==> src/rtl/led7_scan_decoder.sv <==
//==============================================================================
// led7_scan_decoder: recovers HH:MM from a multiplexed active-low 7-segment
// bus and publishes it after repeated identical, range-valid frames.
// Revision: 1.0
//==============================================================================
`default_nettype none

module led7_scan_decoder #(
  parameter int STABLE_CYC  = 4,
  parameter int CONFIRM_FR  = 2,
  parameter int TIMEOUT_CYC = 1000
) (
  input  logic       clk_i,
  input  logic       rst_i,
  input  logic [7:0] led7_seg_i,
  input  logic [7:0] led7_an_i,
  output logic [1:0] hr2_o,
  output logic [3:0] hr1_o,
  output logic [3:0] min2_o,
  output logic [3:0] min1_o,
  output logic       kropka_o,
  output logic       time_valid_o,
  output logic       time_upd_o,
  output logic       seg_err_o,
  output logic       stale_o
);

  localparam int SW = $clog2(STABLE_CYC + 1);
  localparam int CW = $clog2(CONFIRM_FR + 1);
  localparam int TW = $clog2(TIMEOUT_CYC + 1);

  localparam logic [SW-1:0] C_STAB_MAX = SW'(STABLE_CYC);
  localparam logic [CW-1:0] C_CONF_MAX = CW'(CONFIRM_FR);
  localparam logic [TW-1:0] C_TMO_MAX  = TW'(TIMEOUT_CYC);

  typedef enum logic [0:0] {
    ST_SCAN = 1'b0,
    ST_EVAL = 1'b1
  } state_e;

  state_e state_q, state_d;

  // Input sampling and stability tracking
  logic [7:0]    seg_q, an_q;
  logic [15:0]   prev_q;
  logic [SW-1:0] stab_q, stab_d;

  // Frame under assembly
  logic [3:0]       mask_q, mask_d;
  logic [3:0][3:0]  slot_q, slot_d;
  logic             dp_q, dp_d;
  logic             derr_q, derr_d;

  // Confirmation / published state
  logic [16:0]   last_q, last_d;
  logic [CW-1:0] conf_q, conf_d;
  logic [TW-1:0] tmo_q, tmo_d;
  logic          seen_q, seen_d;
  logic [1:0]    hr2_q, hr2_d;
  logic [3:0]    hr1_q, hr1_d;
  logic [3:0]    min2_q, min2_d;
  logic [3:0]    min1_q, min1_d;
  logic          kropka_q, kropka_d;
  logic          valid_q, valid_d;
  logic          upd_q, upd_d;
  logic          err_q, err_d;
  logic          stale_q, stale_d;

  logic [15:0] w_sample;
  logic        w_an_ok;
  logic [1:0]  w_idx;
  logic        w_same;
  logic        w_cap;
  logic [3:0]  w_dec_val;
  logic        w_dec_bad;
  logic        w_bad;
  logic        w_good;
  logic [16:0] w_frame;
  logic [16:0] w_out;

  assign w_sample = {an_q, seg_q};
  assign w_same   = (w_sample == prev_q);

  always_comb begin
    w_an_ok = (an_q[7:4] == 4'hF);
    w_idx   = 2'd0;
    case (an_q[3:0])
      4'b1110: w_idx = 2'd0;
      4'b1101: w_idx = 2'd1;
      4'b1011: w_idx = 2'd2;
      4'b0111: w_idx = 2'd3;
      default: w_an_ok = 1'b0;
    endcase
  end

  always_comb begin
    stab_d = stab_q;
    if (!w_an_ok) begin
      stab_d = '0;
    end else if (w_same) begin
      if (stab_q != C_STAB_MAX) stab_d = stab_q + SW'(1);
    end else begin
      stab_d = SW'(1);
    end
  end

  // One capture per dwell: the counter saturates, so only its arrival counts
  assign w_cap = w_an_ok && (stab_d == C_STAB_MAX) && !(w_same && (stab_q == C_STAB_MAX));

  always_comb begin
    w_dec_val = 4'd0;
    w_dec_bad = 1'b0;
    case (seg_q[6:0])
      7'h40: w_dec_val = 4'd0;
      7'h79: w_dec_val = 4'd1;
      7'h24: w_dec_val = 4'd2;
      7'h30: w_dec_val = 4'd3;
      7'h19: w_dec_val = 4'd4;
      7'h12: w_dec_val = 4'd5;
      7'h02: w_dec_val = 4'd6;
      7'h78: w_dec_val = 4'd7;
      7'h00: w_dec_val = 4'd8;
      7'h10: w_dec_val = 4'd9;
      7'h7F: w_dec_bad = (w_idx != 2'd3);
      default: w_dec_bad = 1'b1;
    endcase
  end

  assign w_frame = {dp_q, slot_q};
  assign w_out   = {kropka_q, 2'b00, hr2_q, hr1_q, min2_q, min1_q};
  assign w_bad   = derr_q
                 || (slot_q[3] > 4'd2)
                 || ((slot_q[3] == 4'd2) && (slot_q[2] > 4'd3))
                 || (slot_q[1] > 4'd5);
  assign w_good  = (state_q == ST_EVAL) && !w_bad;

  // Frame assembly and FSM
  always_comb begin
    state_d = state_q;
    slot_d  = slot_q;
    dp_d    = dp_q;
    mask_d  = mask_q;
    derr_d  = derr_q;
    if (state_q == ST_EVAL) begin
      mask_d  = 4'b0000;
      derr_d  = 1'b0;
      state_d = ST_SCAN;
    end
    if (w_cap) begin
      slot_d[w_idx] = w_dec_val;
      mask_d[w_idx] = 1'b1;
      if (w_dec_bad) derr_d = 1'b1;
      if (w_idx == 2'd2) dp_d = ~seg_q[7];
    end
    if ((state_q == ST_SCAN) && (mask_d == 4'b1111)) state_d = ST_EVAL;
  end

  // Frame evaluation, confirmation and timeout
  always_comb begin
    last_d   = last_q;
    conf_d   = conf_q;
    tmo_d    = tmo_q;
    seen_d   = seen_q;
    hr2_d    = hr2_q;
    hr1_d    = hr1_q;
    min2_d   = min2_q;
    min1_d   = min1_q;
    kropka_d = kropka_q;
    valid_d  = valid_q;
    upd_d    = 1'b0;
    err_d    = err_q;
    stale_d  = stale_q;

    if (w_good) begin
      err_d   = 1'b0;
      tmo_d   = '0;
      stale_d = 1'b0;
      last_d  = w_frame;
      if (w_frame == last_q) begin
        if (conf_q != C_CONF_MAX) conf_d = conf_q + CW'(1);
      end else begin
        conf_d = CW'(1);
      end
      if (conf_d == C_CONF_MAX) begin
        valid_d = 1'b1;
        seen_d  = 1'b1;
        // After a stale period an unchanged time is re-validated silently
        if ((w_frame != w_out) || !seen_q) begin
          hr2_d    = slot_q[3][1:0];
          hr1_d    = slot_q[2];
          min2_d   = slot_q[1];
          min1_d   = slot_q[0];
          kropka_d = dp_q;
          upd_d    = 1'b1;
        end
      end
    end else begin
      if (state_q == ST_EVAL) begin
        err_d  = 1'b1;
        conf_d = '0;
      end
      if (tmo_q != C_TMO_MAX) tmo_d = tmo_q + TW'(1);
      if (tmo_d == C_TMO_MAX) begin
        stale_d = 1'b1;
        valid_d = 1'b0;
      end
    end
  end

  always_ff @(posedge clk_i or negedge rst_i) begin
    if (!rst_i) begin
      state_q  <= ST_SCAN;
      seg_q    <= '0;
      an_q     <= '0;
      prev_q   <= '0;
      stab_q   <= '0;
      mask_q   <= '0;
      slot_q   <= '0;
      dp_q     <= 1'b0;
      derr_q   <= 1'b0;
      last_q   <= '0;
      conf_q   <= '0;
      tmo_q    <= '0;
      seen_q   <= 1'b0;
      hr2_q    <= '0;
      hr1_q    <= '0;
      min2_q   <= '0;
      min1_q   <= '0;
      kropka_q <= 1'b0;
      valid_q  <= 1'b0;
      upd_q    <= 1'b0;
      err_q    <= 1'b0;
      stale_q  <= 1'b0;
    end else begin
      state_q  <= state_d;
      seg_q    <= led7_seg_i;
      an_q     <= led7_an_i;
      prev_q   <= w_sample;
      stab_q   <= stab_d;
      mask_q   <= mask_d;
      slot_q   <= slot_d;
      dp_q     <= dp_d;
      derr_q   <= derr_d;
      last_q   <= last_d;
      conf_q   <= conf_d;
      tmo_q    <= tmo_d;
      seen_q   <= seen_d;
      hr2_q    <= hr2_d;
      hr1_q    <= hr1_d;
      min2_q   <= min2_d;
      min1_q   <= min1_d;
      kropka_q <= kropka_d;
      valid_q  <= valid_d;
      upd_q    <= upd_d;
      err_q    <= err_d;
      stale_q  <= stale_d;
    end
  end

  assign hr2_o        = hr2_q;
  assign hr1_o        = hr1_q;
  assign min2_o       = min2_q;
  assign min1_o       = min1_q;
  assign kropka_o     = kropka_q;
  assign time_valid_o = valid_q;
  assign time_upd_o   = upd_q;
  assign seg_err_o    = err_q;
  assign stale_o      = stale_q;

endmodule

`default_nettype wire

==> config.mk <==
export PLATFORM = sky130hd
export DESIGN_NAME = led7_scan_decoder
export DESIGN_NICKNAME = d
export VERILOG_FILES = /design/src/rtl/led7_scan_decoder.sv
export SDC_FILE = /design/constraint.sdc
export NUM_CORES = 1
export LEC_CHECK = 0
export BUFFER_PORTS_ARGS = -buffer_cell sky130_fd_sc_hd__buf_4
export CORE_ASPECT_RATIO = 0.7
export CORE_MARGIN = 2
export CORE_UTILIZATION = 50
export DETAILED_ROUTE_END_ITERATION = 16
export PLACE_DENSITY_LB_ADDON = 0.2
export SLEW_MARGIN = 20
export SYNTH_ARGS = -nofsm -noshare
export SYNTH_HDL_FRONTEND = slang
export SYNTH_SLANG_ARGS = --single-unit
==> constraint.sdc <==
create_clock -name clk_i -period 2.47 [get_ports clk_i]
set_clock_uncertainty 0.05 [all_clocks]
set_input_delay 0.1235 -clock clk_i [delete_from_list [all_inputs] [get_ports clk_i]]
set_output_delay 0.1235 -clock clk_i [all_outputs]
set_load 0.01 [all_outputs]
==> reports/metrics.csv <==
metric,value,unit
status,"finished, final reports clean",
die_h,86.26,µm
syn_nets,449,
fin_crit_sh,0.9678,
synth_simple_gate_area_frac,0.1675,
clk_latency,0.35,ns
grt_first_pass_wirelength,17850,µm
gp_congestion,0.8400,
rows,29,
cp.depth,7,
final_nets,540,
synth_seq_cells,107,
crit_path_start_kind,flop,
wl_per_cell,16.49,µm
diodes,0,
min_period,2.390,ns
leakage,0.002979,µW
postRouteAntennaNets,0,
regToRegSetupSlack,0.08,ns
power_density,565.5,nW/µm²
clk_pin_slew_worst_paths,0.07,ns
hp-class,input pin to asynchronous set/reset pin,
synth_compound_area_frac,0.05695,
worst_ep_required_time,2.66,ns
port_buffers,36,
r2r_cells,7,
via_per_inst,5.364,
synth_cell_types,52,
cp.buffers_inverters,2,
initial_core_util,0.5244,
first_pass_iters,4,
stdcell_count,646,
grt_max_degree,50,
synth_area_per_cell,11.35,µm²
cp_max_fo,5,
syn_to_final_growth,25.60,%
grt_pass1_vias,3505,
worstPathCellList,xnor2_2 > nand4_1 > or4_4 > buf_4 > nor4_4 > buf_6 > mux2_2,
clock-sinks,107,
routed_wl,10650,µm
die_area,10480,µm²
syn_area,4833,µm²
synth_seq_area_share,0.5540,
grt_util_all_layers,0.2241,
setup_viol,0,
die_w,121.5,µm
synth_top_family_by_area,simple AND/OR/NAND/NOR gates,
synth_edf_count,0,
ios,37,
drt_first_iter_violations,216,
core,9216,µm²
rr_startpoint,prev_q[7],
fin_util,0.6587,
synth_fa_ha_area_frac,0.01294,
tightest_slew,0.6331,ns
synth_xor_area_frac,0.1087,
post-route-drc-count,0,
slew_headroom,0.5779,
cts_root_buffer,clkbuf_16,
finalHoldViolations,0,
drv_slew,0,
critPathKind,flop to flop,
end_kind,flop,
synth_ff_type,dfrtp_1,
drive_above_1_share,0.2586,
clockBufferDepth,2,
slowest_stage,or4_4,
cap_viol_max_count,0,
overflow,0,
setup_tns,0,ns
worstReg2RegEnd,slot_q[2],
crit_path_end,slot_q[2],
netlist_instances,426,
antenna_found_initial,0,
fmax,0.4183,GHz
dp.cells,609,
vdd_drop_max,453.3,µV
synth_mux_area_frac,0.07766,
cts_tree,done,
arrival,2.58,ns
cts_inserted_buffers,9,
synth_warnings,0,
num_vias,3465,
slowest_delay,0.53,ns
hpwlAfterDp,7340,µm
crit_family,simple AND/OR/NAND/NOR gates,
async_flop_share,1.000,
startpoint,prev_q[7],
h-tree-depth,3,
## cell usage after synthesis, types with 2 or more instances
library cell / n / area share
a211oi_1: 2 / 0.0031
a21o_1: 4 / 0.0062
a21oi_1: 5 / 0.0052
a31oi_1: 3 / 0.0039
and2_1: 3 / 0.0039
and3_1: 3 / 0.0039
buf_2: 5 / 0.0052
clkbuf_1: 9 / 0.0070
dfrtp_1: 107 / 0.55
ha_1: 5 / 0.013
inv_1: 13 / 0.010
mux2_1: 2 / 0.0047
mux2_2: 26 / 0.061
mux2_4: 2 / 0.0062
mux2i_1: 3 / 0.0062
nand2_1: 55 / 0.043
nand2b_1: 2 / 0.0026
nand3_1: 8 / 0.0083
nand3b_1: 3 / 0.0047
nand4_1: 13 / 0.017
nand4b_1: 3 / 0.0054
nor2_1: 25 / 0.019
nor2b_1: 3 / 0.0039
nor3_1: 7 / 0.0072
nor3b_1: 4 / 0.0062
nor4_1: 8 / 0.010
nor4_2: 3 / 0.0078
o211ai_1: 4 / 0.0062
o21ai_0: 10 / 0.010
o31ai_1: 2 / 0.0031
or2_2: 2 / 0.0026
or3_1: 4 / 0.0052
xnor2_1: 38 / 0.069
xor2_1: 22 / 0.040
## repair_timing
action                                  CTS  global route
hold buffers                             17             0
endpoints found under the hold margin    63             0
resized for setup                         1             9
endpoints found under the setup margin    4            28
setup buffers                             0             4
pin swaps                                 0             6
## registers in the layout, summed over array words and instances, names as in the netlist, 3 cells and up
register,cells
mask_q,4
min1_o,4
seg_q,8
stab_q,3
prev_q,16
slot_q,16
last_q,17
hr1_o,4
min2_o,4
an_q,8
tmo_q,10
## layer usage
| layer | routed length (µm) | GRT usage | part of all wire |
|---|---|---|---|
| met1 | 5153 | 0.3143 | 0.48 |
| met2 | 4975 | 0.3442 | 0.47 |
| met3 | 438 | 0.07039 | 0.041 |
| met4 | 87 | 0.05538 | 0.0082 |
| met5 | 0 | 0 | 0 |
## logic make-up (layout without fill, tap and decap cells)
group,Yosys count,in the layout
xor+xnor,60,60
fa+ha+maj,5,5
mux,33,33
compound gates,41,41
simple gates,153,153
buf+inv,27,123
flops,107,107
## through the flow
step	cell area [µm²]	setup WS (ns)	hold WS (ns)	power [µW]
2_1_floorplan	4833	0.08823	-0.2221	1886
3_3_place_gp	5503	0.05269	0.1312	1976
3_5_place_dp	5503	-0.02215	0.1370	1980
4_1_cts	5979	0.006884	0.3049	3464
5_1_grt	6071	-0.01135	0.3435	3565
6_report	6071	0.07960	0.2813	3433
## worst min path at each step
stage | startpoint | to | slack (ns)
floorplan | rst_i | an_q[0] | -0.22
global placement | rst_i | seg_q[5] | 0.13
CTS | rst_i | prev_q[2] | 0.30
detailed placement | rst_i | seg_q[4] | 0.14
global route | rst_i | prev_q[9] | 0.34
finish | rst_i | seg_q[2] | 0.28
## where the power goes
| part | internal [µW] | switching (µW) | total (µW) | leakage, µW |
|---|---|---|---|---|
| sequential | 1780 | 18.5 | 1800 | 0.00141 |
| combinational | 89.1 | 89.7 | 179 | 0.00143 |
| clock | 820 | 638 | 1460 | 0.000147 |
## cells in the final DEF (no fill, tap or decap), drive strengths merged, types with 5 or more instances in the layout
master,n
dfrtp,107
buf,77
nand2,55
xnor2,38
mux2,30
nor2,25
xor2,22
dlygate4sd3,17
inv,15
nand4,13
nor4,12
clkbuf,11
o21ai,10
nand3,8
nor3,7
a21oi,5
ha,5
## layout make-up
class | instances | area [µm²]
multi-input combinational | 292 | 2110
fill | 737 | 3146
clock inverter | 5 | 60.06
inverter | 13 | 48.80
sequential | 107 | 2678
tap | 124 | 155.1
timing repair buffer | 94 | 777.0
clock buffer | 11 | 242.7
No activity file was read; power rests on OpenSTA's default activity.
